==> src/rtl/softmax_sched.sv <==
// Sequences the FP32 softmax datapath: buffer up to N words, exp phase with running sum, divide phase, stream out.
// Latency: about L (load) + L+EXP_LAT (exp) + 2 (sum) + L+DIV_LAT (div) cycles before the first output word.
// Backpressure: in_ready only in IDLE/LOAD; out_ready stalls OUT and holds out_data. SOFTMAX_PERF_CNT_EN adds perf_cyc.
module softmax_sched #(
    parameter int N       = 8,
    parameter int EXP_LAT = 4,
    parameter int DIV_LAT = 6
) (
    input  logic        clk,
    input  logic        rst,
    input  logic        in_valid,
    output logic        in_ready,
    input  logic [31:0] in_data,
    input  logic        in_last,
    output logic        exp_vld,
    output logic [31:0] exp_x,
    input  logic [31:0] exp_y,
    output logic        acc_clr,
    output logic        acc_en,
    output logic [31:0] acc_d,
    input  logic [31:0] acc_sum,
    output logic        div_vld,
    output logic [31:0] div_num,
    output logic [31:0] div_den,
    input  logic [31:0] div_q,
    output logic        out_valid,
    input  logic        out_ready,
    output logic [31:0] out_data,
    output logic        out_last,
    output logic        busy,
`ifdef SOFTMAX_PERF_CNT_EN
    output logic [15:0] perf_cyc,
`endif
    output logic [1:0]  err
);
    localparam int AW = $clog2(N) + 1;
    localparam int IW = (N > 1) ? $clog2(N) : 1;
    localparam logic [AW-1:0] LAST_IDX = AW'(N - 1);

    typedef enum logic [2:0] {S_IDLE, S_LOAD, S_EXP, S_SUM, S_DIV, S_OUT} state_t;

    state_t          state, state_nxt;
    logic [31:0]     vec_buf [2**IW];
    logic [AW-1:0]   len;        // vector length; doubles as write pointer while loading
    logic [AW-1:0]   cnt;        // per-phase issue / output index, cleared on every state change
    logic [31:0]     den;
    logic [1:0]      err_q;
    logic            sum_wait;   // first SUM cycle lets the accumulator absorb the final addend
    logic [EXP_LAT-1:0] etag_vld;
    logic [AW-1:0]      etag_idx [EXP_LAT];
    logic [DIV_LAT-1:0] dtag_vld;
    logic [AW-1:0]      dtag_idx [DIV_LAT];
    logic            sum_zero;

    assign sum_zero = (acc_sum[30:0] == 31'd0);
    assign busy     = (state != S_IDLE);
    assign err      = err_q;

    // State register
    always_ff @(posedge clk) begin
        if (rst) state <= S_IDLE;
        else     state <= state_nxt;
    end

    // Next-state and output decode; data outputs are zero unless their strobe is high
    always_comb begin
        state_nxt = state;
        in_ready  = (state == S_IDLE) || (state == S_LOAD);
        exp_vld   = 1'b0;
        exp_x     = '0;
        acc_clr   = 1'b0;
        acc_en    = 1'b0;
        acc_d     = '0;
        div_vld   = 1'b0;
        div_num   = '0;
        div_den   = '0;
        out_valid = 1'b0;
        out_data  = '0;
        out_last  = 1'b0;
        case (state)
            S_IDLE: if (in_valid) state_nxt = (in_last || N == 1) ? S_EXP : S_LOAD;
            S_LOAD: if (in_valid && (in_last || len == LAST_IDX)) state_nxt = S_EXP;
            S_EXP: begin
                acc_clr = (cnt == '0);
                if (cnt < len) begin
                    exp_vld = 1'b1;
                    exp_x   = vec_buf[cnt[IW-1:0]];
                end
                if (etag_vld[EXP_LAT-1]) begin
                    acc_en = 1'b1;
                    acc_d  = exp_y;
                    if (etag_idx[EXP_LAT-1] == len - AW'(1)) state_nxt = S_SUM;
                end
            end
            S_SUM: if (sum_wait) state_nxt = sum_zero ? S_OUT : S_DIV;
            S_DIV: begin
                if (cnt < len) begin
                    div_vld = 1'b1;
                    div_num = vec_buf[cnt[IW-1:0]];
                    div_den = den;
                end
                if (dtag_vld[DIV_LAT-1] && dtag_idx[DIV_LAT-1] == len - AW'(1)) state_nxt = S_OUT;
            end
            S_OUT: begin
                out_valid = 1'b1;
                out_data  = vec_buf[cnt[IW-1:0]];
                out_last  = (cnt == len - AW'(1));
                if (out_ready && out_last) state_nxt = S_IDLE;
            end
            default: state_nxt = S_IDLE;
        endcase
    end

    // Control registers: tag pipes, counters, length, latched sum and sticky errors
    always_ff @(posedge clk) begin
        if (rst) begin
            len      <= '0;
            cnt      <= '0;
            den      <= '0;
            err_q    <= 2'b00;
            sum_wait <= 1'b0;
            etag_vld <= '0;
            dtag_vld <= '0;
            for (int s = 0; s < EXP_LAT; s++) etag_idx[s] <= '0;
            for (int s = 0; s < DIV_LAT; s++) dtag_idx[s] <= '0;
        end else begin
            etag_vld[0] <= exp_vld;
            etag_idx[0] <= cnt;
            for (int s = 1; s < EXP_LAT; s++) begin
                etag_vld[s] <= etag_vld[s-1];
                etag_idx[s] <= etag_idx[s-1];
            end
            dtag_vld[0] <= div_vld;
            dtag_idx[0] <= cnt;
            for (int s = 1; s < DIV_LAT; s++) begin
                dtag_vld[s] <= dtag_vld[s-1];
                dtag_idx[s] <= dtag_idx[s-1];
            end
            sum_wait <= (state == S_SUM) && !sum_wait;
            if (state_nxt != state)
                cnt <= '0;
            else if (exp_vld || div_vld || (out_valid && out_ready))
                cnt <= cnt + AW'(1);
            case (state)
                S_IDLE: if (in_valid) begin
                    len   <= AW'(1);
                    err_q <= {1'b0, (!in_last && N == 1)};
                end
                S_LOAD: if (in_valid) begin
                    len <= len + AW'(1);
                    if (!in_last && len == LAST_IDX) err_q[0] <= 1'b1;
                end
                S_SUM: if (sum_wait) begin
                    den <= acc_sum;
                    if (sum_zero) err_q[1] <= 1'b1;
                end
                default: ;
            endcase
        end
    end

    // Vector buffer: loaded words, overwritten in place by exp results then quotients
    always_ff @(posedge clk) begin
        if (!rst) begin
            case (state)
                S_IDLE: if (in_valid) vec_buf[0] <= in_data;
                S_LOAD: if (in_valid) vec_buf[len[IW-1:0]] <= in_data;
                S_EXP:  if (etag_vld[EXP_LAT-1]) vec_buf[etag_idx[EXP_LAT-1][IW-1:0]] <= exp_y;
                S_SUM:  if (sum_wait && sum_zero) for (int m = 0; m < 2**IW; m++) vec_buf[m] <= '0;
                S_DIV:  if (dtag_vld[DIV_LAT-1]) vec_buf[dtag_idx[DIV_LAT-1][IW-1:0]] <= div_q;
                default: ;
            endcase
        end
    end

`ifdef SOFTMAX_PERF_CNT_EN
    logic [15:0] run_cnt;

    // Cycles since first input transfer; published at the final output handshake
    always_ff @(posedge clk) begin
        if (rst) begin
            run_cnt  <= '0;
            perf_cyc <= '0;
        end else begin
            if (state == S_IDLE && in_valid)
                run_cnt <= 16'd1;
            else if (busy && run_cnt != 16'hFFFF)
                run_cnt <= run_cnt + 16'd1;
            if (state == S_OUT && out_ready && out_last)
                perf_cyc <= run_cnt;
        end
    end
`endif

endmodule
==> config.mk <==
export PLATFORM = sky130hd
export DESIGN_NAME = softmax_sched
export DESIGN_NICKNAME = d
export VERILOG_FILES = /design/src/rtl/softmax_sched.sv
export SDC_FILE = /design/constraint.sdc
export NUM_CORES = 1
export LEC_CHECK = 0
export ABC_AREA = 1
export BUFFER_PORTS_ARGS = -buffer_cell sky130_fd_sc_hd__buf_4
export CORE_ASPECT_RATIO = 0.9
export CORE_MARGIN = 8
export CORE_UTILIZATION = 40
export DETAILED_ROUTE_END_ITERATION = 8
export MAX_ROUTING_LAYER = met4
export PLACE_DENSITY_LB_ADDON = 0.2
export SETUP_SLACK_MARGIN = 0.05
export SLEW_MARGIN = 20
export SYNTH_ARGS = -nofsm -noshare
export SYNTH_HDL_FRONTEND = slang
export SYNTH_SLANG_ARGS = --single-unit
export TNS_END_PERCENT = 1
==> constraint.sdc <==
create_clock -name clk -period 8.26 [get_ports clk]
set_input_delay 1.652 -clock clk [delete_from_list [all_inputs] [get_ports clk]]
set_output_delay 1.652 -clock clk [all_outputs]
set_load 0.05 [all_outputs]
After elaboration in Yosys (flattened, before gate mapping)
Memory sizes are Yosys's and may differ from the RTL's. A register that Yosys moved wholly into a read port is not among the register bits.
Index checks and enable logic that the tools add are counted.
W data, S select, Z words.

storage, ports and cells
  output and inout bits = 170
  memory bits (writable) = 296
  memories kept = 3
  flip-flop bits (word level) = 56
  logic and storage cells = 147
  input port bits = 133

operators by class
  bitwise logic cells = 11
  add/subtract/negate cells = 3
  reduce and logical (&&, ||, !) cells = 27
  muxes and demuxes = 78
  eq/ne operators = 15
  order comparisons = 1

memory list
  memory    depth  width  rd ports  clocked after memory_dff  write ports  RTL line  RTL
  vec_buf   8      32     1         1                         8            43        logic [31:0] vec_buf [2**IW];
  dtag_idx  6      4      6         0                         6            52        logic [AW-1:0] dtag_idx [DIV_LAT];
  etag_idx  4      4      4         0                         4            50        logic [AW-1:0] etag_idx [EXP_LAT];

operators by type and width
  kind                   number
  $mux W32               12
  $reduce_or A32 Y1      3
  $mux W4                12
  $mux W1                36
  $mux W3                12
  $logic_not A31 Y1      1
  $pmux W3 S6            1
  $eq A4 B4 Y1           3
  $or A1 B1 Y1           11
  $add A4 B1 Y4 const B  2
  $ne A2 B2 Y1 const B   4
  $pmux W4 S2            1
  $reduce_and A4 Y1      2
  $logic_and A1 B1 Y1    7
  $eq A3 B2 Y1 const B   2
  $eq A3 B3 Y1 const B   2
  $eq A4 B3 Y1 const B   1
  $logic_not A4 Y1       1
  $logic_or A1 B1 Y1     4
  $lt A4 B4 Y1           1
  $mux W2                2
  $pmux W1 S2            2
  $reduce_bool A2 Y1     2
  $sub A4 B1 Y4 const B  1
  9 further kinds        10

Depth between registers and ports, before layout
  depth after elaboration = 10
  mapped depth = 15
  gate-level depth less buffers = 15

Worst setup path after synthesis
Ideal clock, no wire load.

  path kind = input-to-reg
  from = in rst
  to = mem vec_buf[0][0] (enable)
  stages on the path = 13
  required time = 7.692 ns
  slack = 3.904 ns
  data arrival time = 3.788 ns
  buffers on the path = 3
  library setup time = 0.568 ns
  cells stage by stage = buf_2 > inv_1 > nand4_2 > inv_2 > nand2_1 > nand2_1 > a21oi_1 > nand2_1 > inv_2 > nand2_1 > buf_4 > buf_2 > o211ai_1

RTL lines
  element             RTL line  RTL
  start: declaration  10        input logic rst,
  end: declaration    43

==> impl_metrics.json <==
{
  "synthCells": 2196,
  "floorplan.io_pins": 303,
  "internal_power_mw": 2.83,
  "post-route-util_pct": 49.4,
  "hold_viol_final": 0,
  "mappedNetlistNets": 2337,
  "synth.cell_area_mm2": 0.0163,
  "dominantRegCellSynth": "sky130_fd_sc_hd__dfxtp_1",
  "cts_root_buffer": "sky130_fd_sc_hd__clkbuf_16",
  "switch_pwr_uw": 920,
  "cellPowerDensity_mw_per_mm2": 187,
  "fillers": 4044,
  "antenna_found_initial": 0,
  "ctsHtreeMaxLevel": 2,
  "synth_edf_count": 160,
  "worst_path_clk_slew_ns": 0.06,
  "async_flop_share_pct": 0,
  "period_needed_ns": 5.24,
  "detail_route.iter0.violations": 1156,
  "drt_pre_antenna_iters": 6,
  "avgViaCountPerCell": 5.14,
  "tritoncts.num_buffers": 37,
  "drt.antenna.violating_nets": 0,
  "cts_resized": 0,
  "power.sequential.fraction_pct": 48.5,
  "post-cts-setup-buffer-count": 0,
  "worst_skew_pair.late_latency_ns": 0.53,
  "global_route_wire_length_before_repair_um": 82000,
  "drive_above_1_share_pct": 16.6,
  "cts_tree": "done",
  "place.detailed.hpwl_um": 34500,
  "synth_cell_types": 33,
  "fin_area_mm2": 0.0200,
  "period_share_pct": 63.4,
  "portBuffers": 302,
  "critical_path.top_delay_family": "buffers and inverters",
  "max-cap-violations": 0,
  "clockBufferDepth": 3,
  "hold_path_class": "reg -> reg",
  "rsz0062_at_grt": "false",
  "synth.largest_area_cell": "sky130_fd_sc_hd__edfxtp_1",
  "worst-path-buf-inv": 5,
  "synth.top_cells.by_area": "sky130_fd_sc_hd__edfxtp_1 29%, sky130_fd_sc_hd__dfxtp_1 22%, sky130_fd_sc_hd__nor2_1 13%",
  "globalplace.congestion": 0.868,
  "grt-ovfl-total": 0,
  "fmaxAchievable_ghz": 0.191,
  "route.detailed.wl_per_inst_um": 17.6,
  "fin_setup_tns_ns": 0,
  "cts.hold.buffers_added": 0,
  "die_width_um": 229,
  "report.final.setup_viol": 0,
  "floorplan.die_area_mm2": 0.0476,
  "first_global_vias": 14700,
  "critical_path.slowest_cell": "sky130_fd_sc_hd__inv_2",
  "start_util_pct": 40.4,
  "synth.top_cell.area_share_pct": 29.4,
  "power.share.combinational_pct": 9.2,
  "postRouteWirelength_um": 52500,
  "timing.critical_path.cells": "buf_4 > inv_1 > nand2_2 > nand2_1 > inv_2 > nand2_1 > o21ai_2 > inv_2 > nand2_1 > buf_4 > nand2_2",
  "die-height_um": 208,
  "status": "complete, no violations",
  "power.share.clock_pct": 42.3,
  "holdWs_ns": 0.392,
  "area.sequential_mm2": 0.00839,
  "critical-path-max-stage-delay_ns": 0.59,
  "crit_fanout": 43,
  "core_area_mm2": 0.0405,
  "worstMarginPinSlew_ns": 1.11,
  "timing.max_slew.rel_slack_pct": 26.1,
  "detailroute.via_count": 15300,
  "ys_seq_elements": 339,
  "yosys_warnings": 0,
  "placed_cell_area_mm2": 0.0188,
  "gr-usage-all-layers_pct": 21.8,
  "power_leakage_nw": 9.03,
  "grt_start_max_net_pins": 96,
  "drc_errors": 0,
  "worst_ep_arrival_time_ns": 5.32,
  "timing.critical_path.required_ns": 8.34,
  "avgSynthCellArea_um2": 7.44,
  "antenna_cells": 0,
  "sw_frac_of_total_pct": 24.5,
  "number_of_nets_in_the_final_layout": 2553,
  "drv_slew": 0,
  "core.rowCount": 70,
  "fin_cells": 2979,
  "endpoint_kind": "flop",
  "synth-seq-area-share_pct": 51.4,
  "timing.critical_path.mode_cell": "sky130_fd_sc_hd__nand2_1",
  "clkSinkCount": 339,
  "flow.area_growth_from_synthesis_pct": 22.5,
  "multi_input_comb_area_mm2": 0.00683,
  "placed_cells": 2913,
  "crit_path_start_kind": "input pin",
  "timing.clock.skew_ns": 0.0180,
  "crit_type": "in -> reg",
  "vdd_drop_max_mv": 0.138
}
-- synthesized netlist by cell type, drive strengths merged (2+ instances only) --
library cell / number
nand4: 5
ha: 8
a21oi: 132
nand3: 185
inv: 145
nor3: 2
clkbuf: 97
o221ai: 2
nor2: 584
xor2: 4
o32ai: 2
buf: 46
clkinv: 2
edfxtp: 160
o22ai: 2
nand2: 495
o211ai: 2
o21ai: 113
dfxtp: 179
a32oi: 30
-- placed cells by master (no fill, tap or decap), types with 2 or more instances in the layout --
cell,count
sky130_fd_sc_hd__nand2_1,488
sky130_fd_sc_hd__nand2_2,7
sky130_fd_sc_hd__nor2_4,4
sky130_fd_sc_hd__o21ai_0,94
sky130_fd_sc_hd__clkbuf_1,13
sky130_fd_sc_hd__clkinv_1,5
sky130_fd_sc_hd__edfxtp_1,160
sky130_fd_sc_hd__o21ai_1,18
sky130_fd_sc_hd__nand4_1,3
sky130_fd_sc_hd__a32oi_1,30
sky130_fd_sc_hd__inv_2,10
sky130_fd_sc_hd__nand3_1,181
sky130_fd_sc_hd__a21oi_2,2
sky130_fd_sc_hd__clkbuf_8,2
sky130_fd_sc_hd__clkbuf_16,39
sky130_fd_sc_hd__dfxtp_1,177
sky130_fd_sc_hd__a21oi_1,130
sky130_fd_sc_hd__nor2_2,2
sky130_fd_sc_hd__nand3_4,2
sky130_fd_sc_hd__nand4_2,2
sky130_fd_sc_hd__o22ai_1,2
sky130_fd_sc_hd__buf_4,320
sky130_fd_sc_hd__xor2_1,4
sky130_fd_sc_hd__o221ai_1,2
sky130_fd_sc_hd__ha_1,8
sky130_fd_sc_hd__clkinv_2,5
sky130_fd_sc_hd__nand3_2,2
sky130_fd_sc_hd__nor2_1,578
sky130_fd_sc_hd__o32ai_1,2
sky130_fd_sc_hd__o211ai_1,2
sky130_fd_sc_hd__inv_1,135
-- flip-flops by register name, summed over array words and instances (netlist names), named ones only --
name,count
den,32
sum_wait,1
dtag_idx,8
dtag_vld,6
cnt,4
vec_buf,256
state,3
err,2
etag_vld,4
len,4
etag_idx,16
-- worst reg2reg max path, stage by stage (launching register included) --
cell                      delay (ns)
sky130_fd_sc_hd__dfxtp_1        0.57
sky130_fd_sc_hd__inv_2          0.13
sky130_fd_sc_hd__nand3_2        0.14
sky130_fd_sc_hd__nor2_2         0.06
sky130_fd_sc_hd__nand2_2        0.53
sky130_fd_sc_hd__nand2_1        0.18
sky130_fd_sc_hd__inv_2          0.59
sky130_fd_sc_hd__nand2_1        0.20
sky130_fd_sc_hd__o21ai_2        0.19
sky130_fd_sc_hd__inv_2          0.34
sky130_fd_sc_hd__nand2_1        0.16
sky130_fd_sc_hd__buf_4          0.36
sky130_fd_sc_hd__nand2_2        0.57
-- cell families (layout without fill, tap and decap cells) --
| kind of cell | after synthesis | after routing | share of synthesized area (%) |
|---|---|---|---|
| adders and majority gates | 8 | 8 | 0.613 |
| buffers and inverters | 290 | 533 | 7.16 |
| AOI/OAI and AO/OA | 284 | 284 | 9.62 |
| DFF | 339 | 339 | 51.4 |
| xor gates and xnor gates | 4 | 4 | 0.215 |
| and+or+nand+nor | 1271 | 1271 | 31.0 |
-- final timing paths --
kind	from	endpoint	slack, ns	cells past startpoint
worst min register to register	etag_idx[2][1]	etag_idx[3][1]	0.39	2
worst max-delay path	rst	vec_buf[3][8]	3.02	11
worst min-delay path	etag_idx[2][1]	etag_idx[3][1]	0.39	2
worst max register to register	state[2]	vec_buf[3][8]	3.80	12
-- power by group through the flow --
| stage | combinational (mW) | sequential (mW) | clock, mW |
|---|---|---|---|
| floorplan | 0.209 | 1.84 | 0 |
| global placement | 0.340 | 1.85 | 0 |
| detailed placement | 0.345 | 1.85 | 0 |
| CTS | 0.346 | 1.82 | 1.62 |
| global route | 0.381 | 1.82 | 1.68 |
| finish | 0.345 | 1.82 | 1.59 |
-- final cells by class --
class	count	share of cell area, %
inverters	147	2.77
well taps	540	3.38
repair buffers	320	12.0
multi-input cells	1567	34.1
clock buffers	54	5.26
flip-flops and latches	339	42.0
clock inverters	12	0.451
-- per-stage QoR --
stage / power (mW) / setup WS (ns)
after global placement: 2.19 / 2.59
after detailed placement: 2.20 / 2.47
after global routing: 3.88 / 2.65
after CTS: 3.78 / 2.95
final: 3.75 / 3.02
after floorplan: 2.05 / 3.90
-- metal layers --
metal	routed length, um	vias to the layer above	track usage, %
met5	0	-	-
met1	22700	7188	27.6
li1	-	7505	-
met2	25200	530	35.9
met4	1320	0	5.78
met3	3320	82	3.50
No activity file was read; power rests on OpenSTA's default activity.
